<file path="src/rtl/spi_frame_arbiter_if.sv">
// Command bus between the requesters and the arbiter, plus the byte-stream
// link to the shared SPI byte master.
interface spi_frame_arbiter_if #(
    parameter int N_REQ      = 2,
    parameter int DATA_BYTES = 2
);
    logic [N_REQ-1:0]              req;
    logic [N_REQ-1:0]              rd;
    logic [7*N_REQ-1:0]            addr;
    logic [8*DATA_BYTES*N_REQ-1:0] wdata;
    logic [N_REQ-1:0]              ack;
    logic [N_REQ-1:0]              done;
    logic                          err;
    logic [8*DATA_BYTES-1:0]       rdata;
    logic                          busy;
    logic [7:0]                    master_data;
    logic                          master_empty;
    logic                          master_rdreq;
    logic [7:0]                    miso_reg;
    logic                          slave_wrreq;

    // slave: the arbiter; master: the requesters together with the SPI byte engine
    modport slave (
        input  req, rd, addr, wdata, master_rdreq, miso_reg, slave_wrreq,
        output ack, done, err, rdata, busy, master_data, master_empty
    );
    modport master (
        output req, rd, addr, wdata, master_rdreq, miso_reg, slave_wrreq,
        input  ack, done, err, rdata, busy, master_data, master_empty
    );
endinterface

</file>
<file path="src/rtl/spi_frame_arbiter.sv">
// Round-robin arbiter that serialises one requester command at a time into an
// SPI frame (command byte + DATA_BYTES data bytes) and returns read data.
module spi_frame_arbiter #(
    parameter int N_REQ      = 2,
    parameter int DATA_BYTES = 2,
    parameter int TIMEOUT    = 1023
) (
    input logic                sys_clk,
    input logic                n_rst,
    spi_frame_arbiter_if.slave bus
);
    localparam int IW = $clog2(N_REQ);
    localparam int CW = $clog2(DATA_BYTES + 2);
    localparam int DW = 8 * DATA_BYTES;
    localparam int FW = DW + 8;
    localparam logic [CW-1:0] LAST_TX = CW'(DATA_BYTES);
    localparam logic [CW-1:0] RX_FULL = CW'(DATA_BYTES + 1);
    localparam logic [9:0]    TMO     = 10'(TIMEOUT);

    typedef enum logic [2:0] {IDLE, LOAD, SEND, WAIT_RX, DONE} state_t;

    state_t           state;
    logic [IW-1:0]    ptr;
    logic [IW-1:0]    g_lat;
    logic [IW-1:0]    gnt_idx;
    logic             gnt_found;
    int unsigned      cand;
    logic [N_REQ-1:0] ack_c;
    logic             rd_lat;
    logic [6:0]       addr_lat;
    logic [DW-1:0]    wdata_lat;
    logic [DW-1:0]    wr_bytes;
    logic [FW-1:0]    frame;
    logic [CW-1:0]    tx_cnt;
    logic [CW-1:0]    rx_cnt;
    logic [9:0]       timer;
    logic [DW-1:0]    rx_buf;
    logic [DW-1:0]    rdata_q;
    logic [N_REQ-1:0] done_q;
    logic             err_q;
    logic             busy_q;
    logic             empty_q;

    // First requesting index after the last grant, wrapping around.
    always_comb begin
        gnt_found = 1'b0;
        gnt_idx   = '0;
        cand      = 0;
        for (int unsigned i = 1; i <= N_REQ; i++) begin
            cand = (32'(ptr) + i) % N_REQ;
            if (!gnt_found && bus.req[IW'(cand)]) begin
                gnt_found = 1'b1;
                gnt_idx   = IW'(cand);
            end
        end
    end

    // Grant is visible in the same IDLE cycle the request is seen.
    always_comb begin
        ack_c = '0;
        if (state == IDLE && gnt_found && n_rst)
            ack_c[gnt_idx] = 1'b1;
    end

    assign wr_bytes         = rd_lat ? '0 : wdata_lat;
    assign bus.ack          = ack_c;
    assign bus.busy         = busy_q | (|ack_c);
    assign bus.done         = done_q;
    assign bus.err          = err_q;
    assign bus.rdata        = rdata_q;
    assign bus.master_data  = frame[FW-1 -: 8];
    assign bus.master_empty = empty_q;

    always_ff @(posedge sys_clk or negedge n_rst) begin
        if (!n_rst) begin
            state     <= IDLE;
            ptr       <= IW'(N_REQ - 1);
            g_lat     <= '0;
            rd_lat    <= 1'b0;
            addr_lat  <= '0;
            wdata_lat <= '0;
            frame     <= '0;
            tx_cnt    <= '0;
            rx_cnt    <= '0;
            timer     <= '0;
            rx_buf    <= '0;
            rdata_q   <= '0;
            done_q    <= '0;
            err_q     <= 1'b0;
            busy_q    <= 1'b0;
            empty_q   <= 1'b1;
        end else begin
            case (state)
                IDLE: begin
                    if (gnt_found) begin
                        ptr       <= gnt_idx;
                        g_lat     <= gnt_idx;
                        rd_lat    <= bus.rd[gnt_idx];
                        addr_lat  <= bus.addr[7*32'(gnt_idx) +: 7];
                        wdata_lat <= bus.wdata[DW*32'(gnt_idx) +: DW];
                        busy_q    <= 1'b1;
                        state     <= LOAD;
                    end
                end
                LOAD: begin
                    frame   <= {rd_lat, addr_lat, wr_bytes};
                    tx_cnt  <= '0;
                    rx_cnt  <= '0;
                    timer   <= '0;
                    empty_q <= 1'b0;
                    state   <= SEND;
                end
                SEND, WAIT_RX: begin
                    if (state == SEND && bus.master_rdreq) begin
                        frame  <= frame << 8;
                        tx_cnt <= tx_cnt + 1'b1;
                        if (tx_cnt == LAST_TX) begin
                            empty_q <= 1'b1;
                            state   <= WAIT_RX;
                        end
                    end
                    // Received byte k lands in slot DATA_BYTES-k; byte 0 is dropped.
                    if (bus.slave_wrreq && rx_cnt != RX_FULL) begin
                        rx_cnt <= rx_cnt + 1'b1;
                        for (int unsigned k = 1; k <= DATA_BYTES; k++)
                            if (rx_cnt == CW'(k))
                                rx_buf[8*(DATA_BYTES-k) +: 8] <= bus.miso_reg;
                    end
                    if (bus.master_rdreq || bus.slave_wrreq)
                        timer <= '0;
                    else
                        timer <= timer + 1'b1;
                    if (timer == TMO) begin
                        empty_q <= 1'b1;
                        done_q  <= N_REQ'(1) << g_lat;
                        err_q   <= 1'b1;
                        state   <= DONE;
                    end else if (state == WAIT_RX && rx_cnt == RX_FULL) begin
                        done_q <= N_REQ'(1) << g_lat;
                        err_q  <= 1'b0;
                        if (rd_lat)
                            rdata_q <= rx_buf;
                        state  <= DONE;
                    end
                end
                DONE: begin
                    done_q <= '0;
                    err_q  <= 1'b0;
                    busy_q <= 1'b0;
                    state  <= IDLE;
                end
                default: state <= IDLE;
            endcase
        end
    end
endmodule

</file>
<file path="src/flat_wrapper.sv">
// flat-port wrapper written by rule: the top's interface ports become plain ports
module spi_frame_arbiter_flat 
#(
    parameter int N_REQ      = 2,
    parameter int DATA_BYTES = 2,
    parameter int TIMEOUT    = 1023
)
  (sys_clk, n_rst, bus_req, bus_rd, bus_addr, bus_wdata, bus_master_rdreq, bus_miso_reg, bus_slave_wrreq, bus_ack, bus_done, bus_err, bus_rdata, bus_busy, bus_master_data, bus_master_empty);
  spi_frame_arbiter_if #(.N_REQ(N_REQ), .DATA_BYTES(DATA_BYTES)) bus_i ();
  input logic sys_clk;
  input logic n_rst;
  input wire logic [$bits(bus_i.req)-1:0] bus_req;
  input wire logic [$bits(bus_i.rd)-1:0] bus_rd;
  input wire logic [$bits(bus_i.addr)-1:0] bus_addr;
  input wire logic [$bits(bus_i.wdata)-1:0] bus_wdata;
  input wire logic [$bits(bus_i.master_rdreq)-1:0] bus_master_rdreq;
  input wire logic [$bits(bus_i.miso_reg)-1:0] bus_miso_reg;
  input wire logic [$bits(bus_i.slave_wrreq)-1:0] bus_slave_wrreq;
  output wire logic [$bits(bus_i.ack)-1:0] bus_ack;
  output wire logic [$bits(bus_i.done)-1:0] bus_done;
  output wire logic [$bits(bus_i.err)-1:0] bus_err;
  output wire logic [$bits(bus_i.rdata)-1:0] bus_rdata;
  output wire logic [$bits(bus_i.busy)-1:0] bus_busy;
  output wire logic [$bits(bus_i.master_data)-1:0] bus_master_data;
  output wire logic [$bits(bus_i.master_empty)-1:0] bus_master_empty;
  assign bus_i.req = bus_req;
  assign bus_i.rd = bus_rd;
  assign bus_i.addr = bus_addr;
  assign bus_i.wdata = bus_wdata;
  assign bus_i.master_rdreq = bus_master_rdreq;
  assign bus_i.miso_reg = bus_miso_reg;
  assign bus_i.slave_wrreq = bus_slave_wrreq;
  assign bus_ack = bus_i.ack;
  assign bus_done = bus_i.done;
  assign bus_err = bus_i.err;
  assign bus_rdata = bus_i.rdata;
  assign bus_busy = bus_i.busy;
  assign bus_master_data = bus_i.master_data;
  assign bus_master_empty = bus_i.master_empty;
  spi_frame_arbiter #(.N_REQ(N_REQ), .DATA_BYTES(DATA_BYTES), .TIMEOUT(TIMEOUT)) u_core (.sys_clk(sys_clk), .n_rst(n_rst), .bus(bus_i));
endmodule
</file>
<file path="config.mk">
export PLATFORM = sky130hd
export DESIGN_NAME = spi_frame_arbiter_flat
export DESIGN_NICKNAME = d
export VERILOG_FILES = /design/src/rtl/spi_frame_arbiter_if.sv /design/src/rtl/spi_frame_arbiter.sv /design/src/flat_wrapper.sv
export SDC_FILE = /design/constraint.sdc
export NUM_CORES = 1
export LEC_CHECK = 0
export BUFFER_PORTS_ARGS = -buffer_cell sky130_fd_sc_hd__buf_2
export CAP_MARGIN = 20
export CORE_ASPECT_RATIO = 0.9
export CORE_MARGIN = 2
export CORE_UTILIZATION = 55
export CTS_CLUSTER_DIAMETER = 100
export DETAILED_ROUTE_END_ITERATION = 10
export GPL_TIMING_DRIVEN = 0
export PLACE_DENSITY = 0.89
export SLEW_MARGIN = 10
export SYNTH_ARGS = -nofsm -noshare
export SYNTH_HDL_FRONTEND = slang
export SYNTH_SLANG_ARGS = --single-unit
</file>
<file path="constraint.sdc">
create_clock -name sys_clk -period 2.42 [get_ports sys_clk]
set_input_delay 0.242 -clock sys_clk [delete_from_list [all_inputs] [get_ports sys_clk]]
set_output_delay 0.242 -clock sys_clk [all_outputs]
set_load 0.05 [all_outputs]
</file>
---- Word level (Yosys, flattened, before mapping) ----
Index checks and enable logic that the tools add are counted.
storage, ports and cells
  register bits after elaboration ......... 104
  word-level logic and storage cells ...... 115
  output and inout port bits .............. 31
cells by class
  $lt $le $gt $ge ......................... 4
  reduce and logical (&&, ||, !) cells .... 25
  multiplexer cells ....................... 40
  equal/unequal tests ..................... 18
  add/sub/neg operators ................... 5
  bitwise logic cells ..................... 2
  multipliers ............................. 1
  shifts and indexed selects .............. 3
operator list
  operator               count
  $pmux 24 s2            1
  $shiftx 32x6->16       1
  $mux 24                1
  $pmux 10 s2            1
  $mux 1                 17
  $mux 16                1
  $mux 3                 5
  $shiftx 14x5->7        1
  $pmux 2 s2             3
  $reduce_and 3->1       4
  $add 10x1->10 const B  1
  $eq 10x10->1 const B   1
  $mux 10                1
  $mux 2                 5
  $reduce_and 2->1       5
  $ne 3x1->1 const B     3
  $pmux 3 s3             1
  $ne 4x1->1 const B     2
  $logic_and 1x1->1      7
  $eq 2x2->1 const B     3
  $eq 3x2->1 const B     2
  $lt 1x2->1 const B     3
  $ne 2x1->1 const B     3
  $pmux 1 s2             3
  other kinds (18)       23

---- Depth between registers and ports, before layout ----
  depth after elaboration ................. 14
  gate-level depth with buffers ........... 7

---- Worst setup path before layout ----
OpenSTA, ideal clock, no wires.
  kind .................................... register to output
  start ................................... reg u_core.state[2]
  end ..................................... out bus_ack[0]
  data arrival time ....................... 1659 ps
  cell stages (with the launch flop) ...... 6
  required time ........................... 2178 ps
  path slack .............................. 519 ps
  cell sequence ........................... dfrtp_1 nor3_2 nor2b_1 buf_2 nand2_1 nor2_1
between the ends
  longest elaborated chain between the ends .. 4
RTL lines
  what                             line                      source
  from (decl)                      spi_frame_arbiter.sv:22   state_t state;
  from (signal assigned)           spi_frame_arbiter.sv:76   state <= IDLE;
  from (signal assigned)           spi_frame_arbiter.sv:102  state <= LOAD;
  from (signal assigned)           spi_frame_arbiter.sv:111  state <= SEND;
  $logic_not 3->1                  spi_frame_arbiter.sv:61   if (state == IDLE && gnt_found && n_rst)
  $logic_and 1x1->1 (2 in series)  spi_frame_arbiter.sv:61
  $mux 2                           spi_frame_arbiter.sv:61
  to (decl)                        flat_wrapper.sv:19        output wire logic [$bits(bus_i.ack)-1:0] bus_ack;
No other way between the ends.

---- Worst setup path in the final report ----
  start ................................... reg u_core.ptr
  end ..................................... out bus_ack[1]
between the ends
  longest elaborated chain between the ends .. 12
  elaborated cells on any way between the ends .. 20
RTL lines
  what                                                            line                     source
  from (decl)                                                     spi_frame_arbiter.sv:23  logic [IW-1:0] ptr;
  from (signal assigned)                                          spi_frame_arbiter.sv:77  ptr <= IW'(N_REQ - 1);
  from (signal assigned)                                          spi_frame_arbiter.sv:96  ptr <= gnt_idx;
  $add 1x1->1                                                     spi_frame_arbiter.sv:50  cand = (32'(ptr) + i) % N_REQ;
  $mux 1 (not written as such) (2 in series)                      spi_frame_arbiter.sv:51  if (!gnt_found && bus.req[IW'(cand)]) begin
  $mux 1                                                          spi_frame_arbiter.sv:51
  $logic_not 1->1                                                 spi_frame_arbiter.sv:51
  $logic_and 1x1->1                                               spi_frame_arbiter.sv:51
  $mux 1                                                          spi_frame_arbiter.sv:51
  $lt 1x2->1 (not written as such) or $ge 1x1->1 (tied branches)  spi_frame_arbiter.sv:62  ack_c[gnt_idx] = 1'b1;
  $logic_and 1x1->1 (not written as such)                         spi_frame_arbiter.sv:62
  $mux 1 (not written as such)                                    spi_frame_arbiter.sv:62
  $demux 1 s1                                                     -
  $mux 2 (*)                                                      spi_frame_arbiter.sv:61
Every way passes the cells marked *; elsewhere a longest branch is shown, timed or not. The select of a mux whose other input is x is not followed.

==> results.cfg <==
[setup_path]
cp-end-kind = output pin
reg2reg_slack_ns = 0.41
r2r-end = u_core.bus.rdata[6]
worst_path_most_repeated_cell = buf_2
worst_ep_required_time_ns = 2.18
path_cells = a21boi_0 > buf_2 > buf_2 > and3_1 > buf_2
crit_buf_inv = 3
cp_max_fo = 10
worst_setup_path_start_kind = flip-flop
cp.arrival_ns = 2.00
critPathTopFamily = buffers and inverters
r2r_cells = 7
slowest_delay_ns = 0.39
slowest_stage = dfstp_2
worstSetupPathType = reg -> out
cp-startpoint = u_core.ptr
reg2reg_from = u_core.timer[0]

[cts]
clockRootBuffer = clkbuf_8
cts_sinks = 104
cts_tree = done
path_clk_slew_ns = 0.10
post_cts_buffers = 0
cts.path.max_buffers = 2
insertion_delay_ns = 0.37
ctsHtreeMaxLevel = 3
cts_inserted_buffers = 9

[sta]
timing.fmax_mhz = 446
fin_crit_sh = 0.927
rsz0062_at_grt = no
fin_setup_tns_ns = 0
min_period_ns = 2.24
worstMarginPinSlew_ns = 0.635
hold_viol = 0
slew_headroom = 0.574
drv_slew = 0
worst_slack_ns = 0.177
setup_viol = 0
clock_skew_ns = 0.0144

[logic_synthesis]
netlist_instances = 456
synth_nets = 523
ys_ff_latch = 104
netlist_area_um2 = 4840
ys_seq_area_frac = 0.539
ys_top_cells_by_area = dfrtp_1, mux2i_1, mux2_2
synthTopCellsByCount = dfrtp_1, nand2_1, nor2_1, a21oi_1, o21ai_0
synth_xor_area_frac = 0.00362
synth_top_family_by_area = simple AND/OR/NAND/NOR gates
syn_avg_cell_area_um2 = 10.6
synthDistinctLibCells = 45
synth_top_area_frac = 0.528
synthSimpleGateAreaFrac = 0.152
yosys_warnings = 0
synthMuxAreaShare = 0.134
synth_compound_area_frac = 0.110
synth_edf_count = 0
synthAdderAreaFrac = 0.0129
yosysMostFrequentCell = dfrtp_1
synthFlopType = dfrtp_1
synth_area_leader_cell = dfrtp_1
synthArstFlopShare = 1.00

[layout]
multi_input_area_um2 = 2000
num-nets-final = 628
postLayoutCoreUtil = 0.665
fillers = 674
area_growth_pct = 17.7
seqCellArea_um2 = 2610
diodes = 0
drive_gt1_frac = 0.313
stdcell_area_um2 = 5700

[die]
core_area_um2 = 8570
fp.dieH_um = 93.0
dieArea_um2 = 9560
boundaryPins = 93
dieWidth_um = 103
row_count = 32
start_util = 0.565

[placed_design]
placed_area_um2 = 5480
gp_congestion = 0.902
hpwl_um = 7590
io_buffer_count = 92
pre_cts_ws_ns = 0.421

[grt]
grt_max_degree = 61
antenna_found_initial = 0
track_usage = 0.228
grt_pass1_wl_um = 17000
grt_overflow_total = 0
grt_pass1_vias = 3676

[pwr]
leakage_nw = 2.77
vdd_drop_max_mv = 0.583
power_density_nw_per_um2 = 1260

[routing]
viasPerCell = 5.44
wl_per_cell_um = 14.9
ant_nets = 0
vias = 3728
firstDrtPassIters = 5
wl_um = 10200
drt_iter0_drc = 269
drc_errors = 0

[worst_hold_path]
min_from = bus_req[0]
hold_depth = 2
holdPathEnd = u_core.ptr
hold_class = in -> reg

[run_status]
status = finished, final reports clean

[flow_run]
drv_cap = 0
## layer usage
| layer | vias up | part of all wire | global-route usage |
|---|---|---|---|
| met3 | 19 | 0.056 | 0.0456 |
| met4 | 0 | 0.017 | 0.0691 |
| met5 | - | 0 | 0 |
| met1 | 1787 | 0.44 | 0.296 |
| li1 | 1793 | - | - |
| met2 | 129 | 0.49 | 0.385 |
## layout make-up
cell class | count | area share
Inverter | 5 | 0.00330
Timing Repair Buffer | 94 | 0.0885
Buffer | 35 | 0.0380
Clock inverter | 6 | 0.0136
Multi-Input combinational cell | 312 | 0.351
Sequential cell | 104 | 0.457
Clock buffer | 10 | 0.0224
Tap cell | 119 | 0.0261
## registers in the layout (all words and copies together) (netlist names)
signal,flops
u_core.ptr,1
u_core.g_lat,1
u_core.frame,24
u_core.busy_q,1
u_core.state,3
u_core.bus.err,1
u_core.wdata_lat,16
u_core.rd_lat,1
u_core.tx_cnt,2
u_core.bus.rdata,16
u_core.bus.done,2
u_core.addr_lat,7
u_core.timer,10
u_core.rx_cnt,2
u_core.rx_buf,16
u_core.bus.master_empty,1
## metrics by stage
stage / instances / hold WS, ns / power, mW
2_1_floorplan: 456 / -0.0536 / 5.28
3_3_place_gp: 667 / 0.429 / 5.94
3_5_place_dp: 668 / 0.359 / 6.10
4_1_cts: 685 / 0.0296 / 7.21
5_1_grt: 685 / 0.0483 / 7.66
6_report: 685 / 0.0479 / 7.18
## how the worst max path moves through the flow
stage          cells after the start  slack [ns]                  end
2_1_floorplan                      5        0.52           bus_ack[0]
3_3_place_gp                       4       -0.42           bus_ack[0]
3_5_place_dp                       7        0.42  u_core.bus.rdata[2]
4_1_cts                            5        0.15           bus_ack[1]
5_1_grt                            5        0.02           bus_ack[1]
6_report                           5        0.18           bus_ack[1]
## timing repair
action	4_1_cts	5_1_grt
hold buffers	1	0
hold endpoints to repair	55	0
endpoints found under the setup margin	0	1
gates resized for setup	0	1
## cells in the final DEF (no fill, tap or decap), drive strengths merged, types with 11 or more instances in the layout
cell type | Yosys | routed
a21oi | 41 | 41
o21ai | 26 | 26
dfrtp | 102 | 102
a31oi | 11 | 11
buf | 29 | 122
mux2i | 25 | 25
nor2 | 44 | 44
clkbuf | 6 | 16
nand3 | 16 | 16
nand2 | 60 | 60
mux2 | 32 | 32
## where the power goes
part / total (mW) / leakage (nW) / switching [mW] / internal, mW
clock network: 1.10 / 0.101 / 0.607 / 0.497
logic: 3.17 / 1.39 / 2.01 / 1.16
registers: 2.91 / 1.29 / 0.429 / 2.48
## cells by family after synthesis
family,after synthesis
buffers and inverters,40
adders and majority gates,5
DFF,104
AOI/OAI and AO/OA,94
and+or+nand+nor,154
muxes,57
xor gates and xnor gates,2
Power figures use the tool's default switching activity.
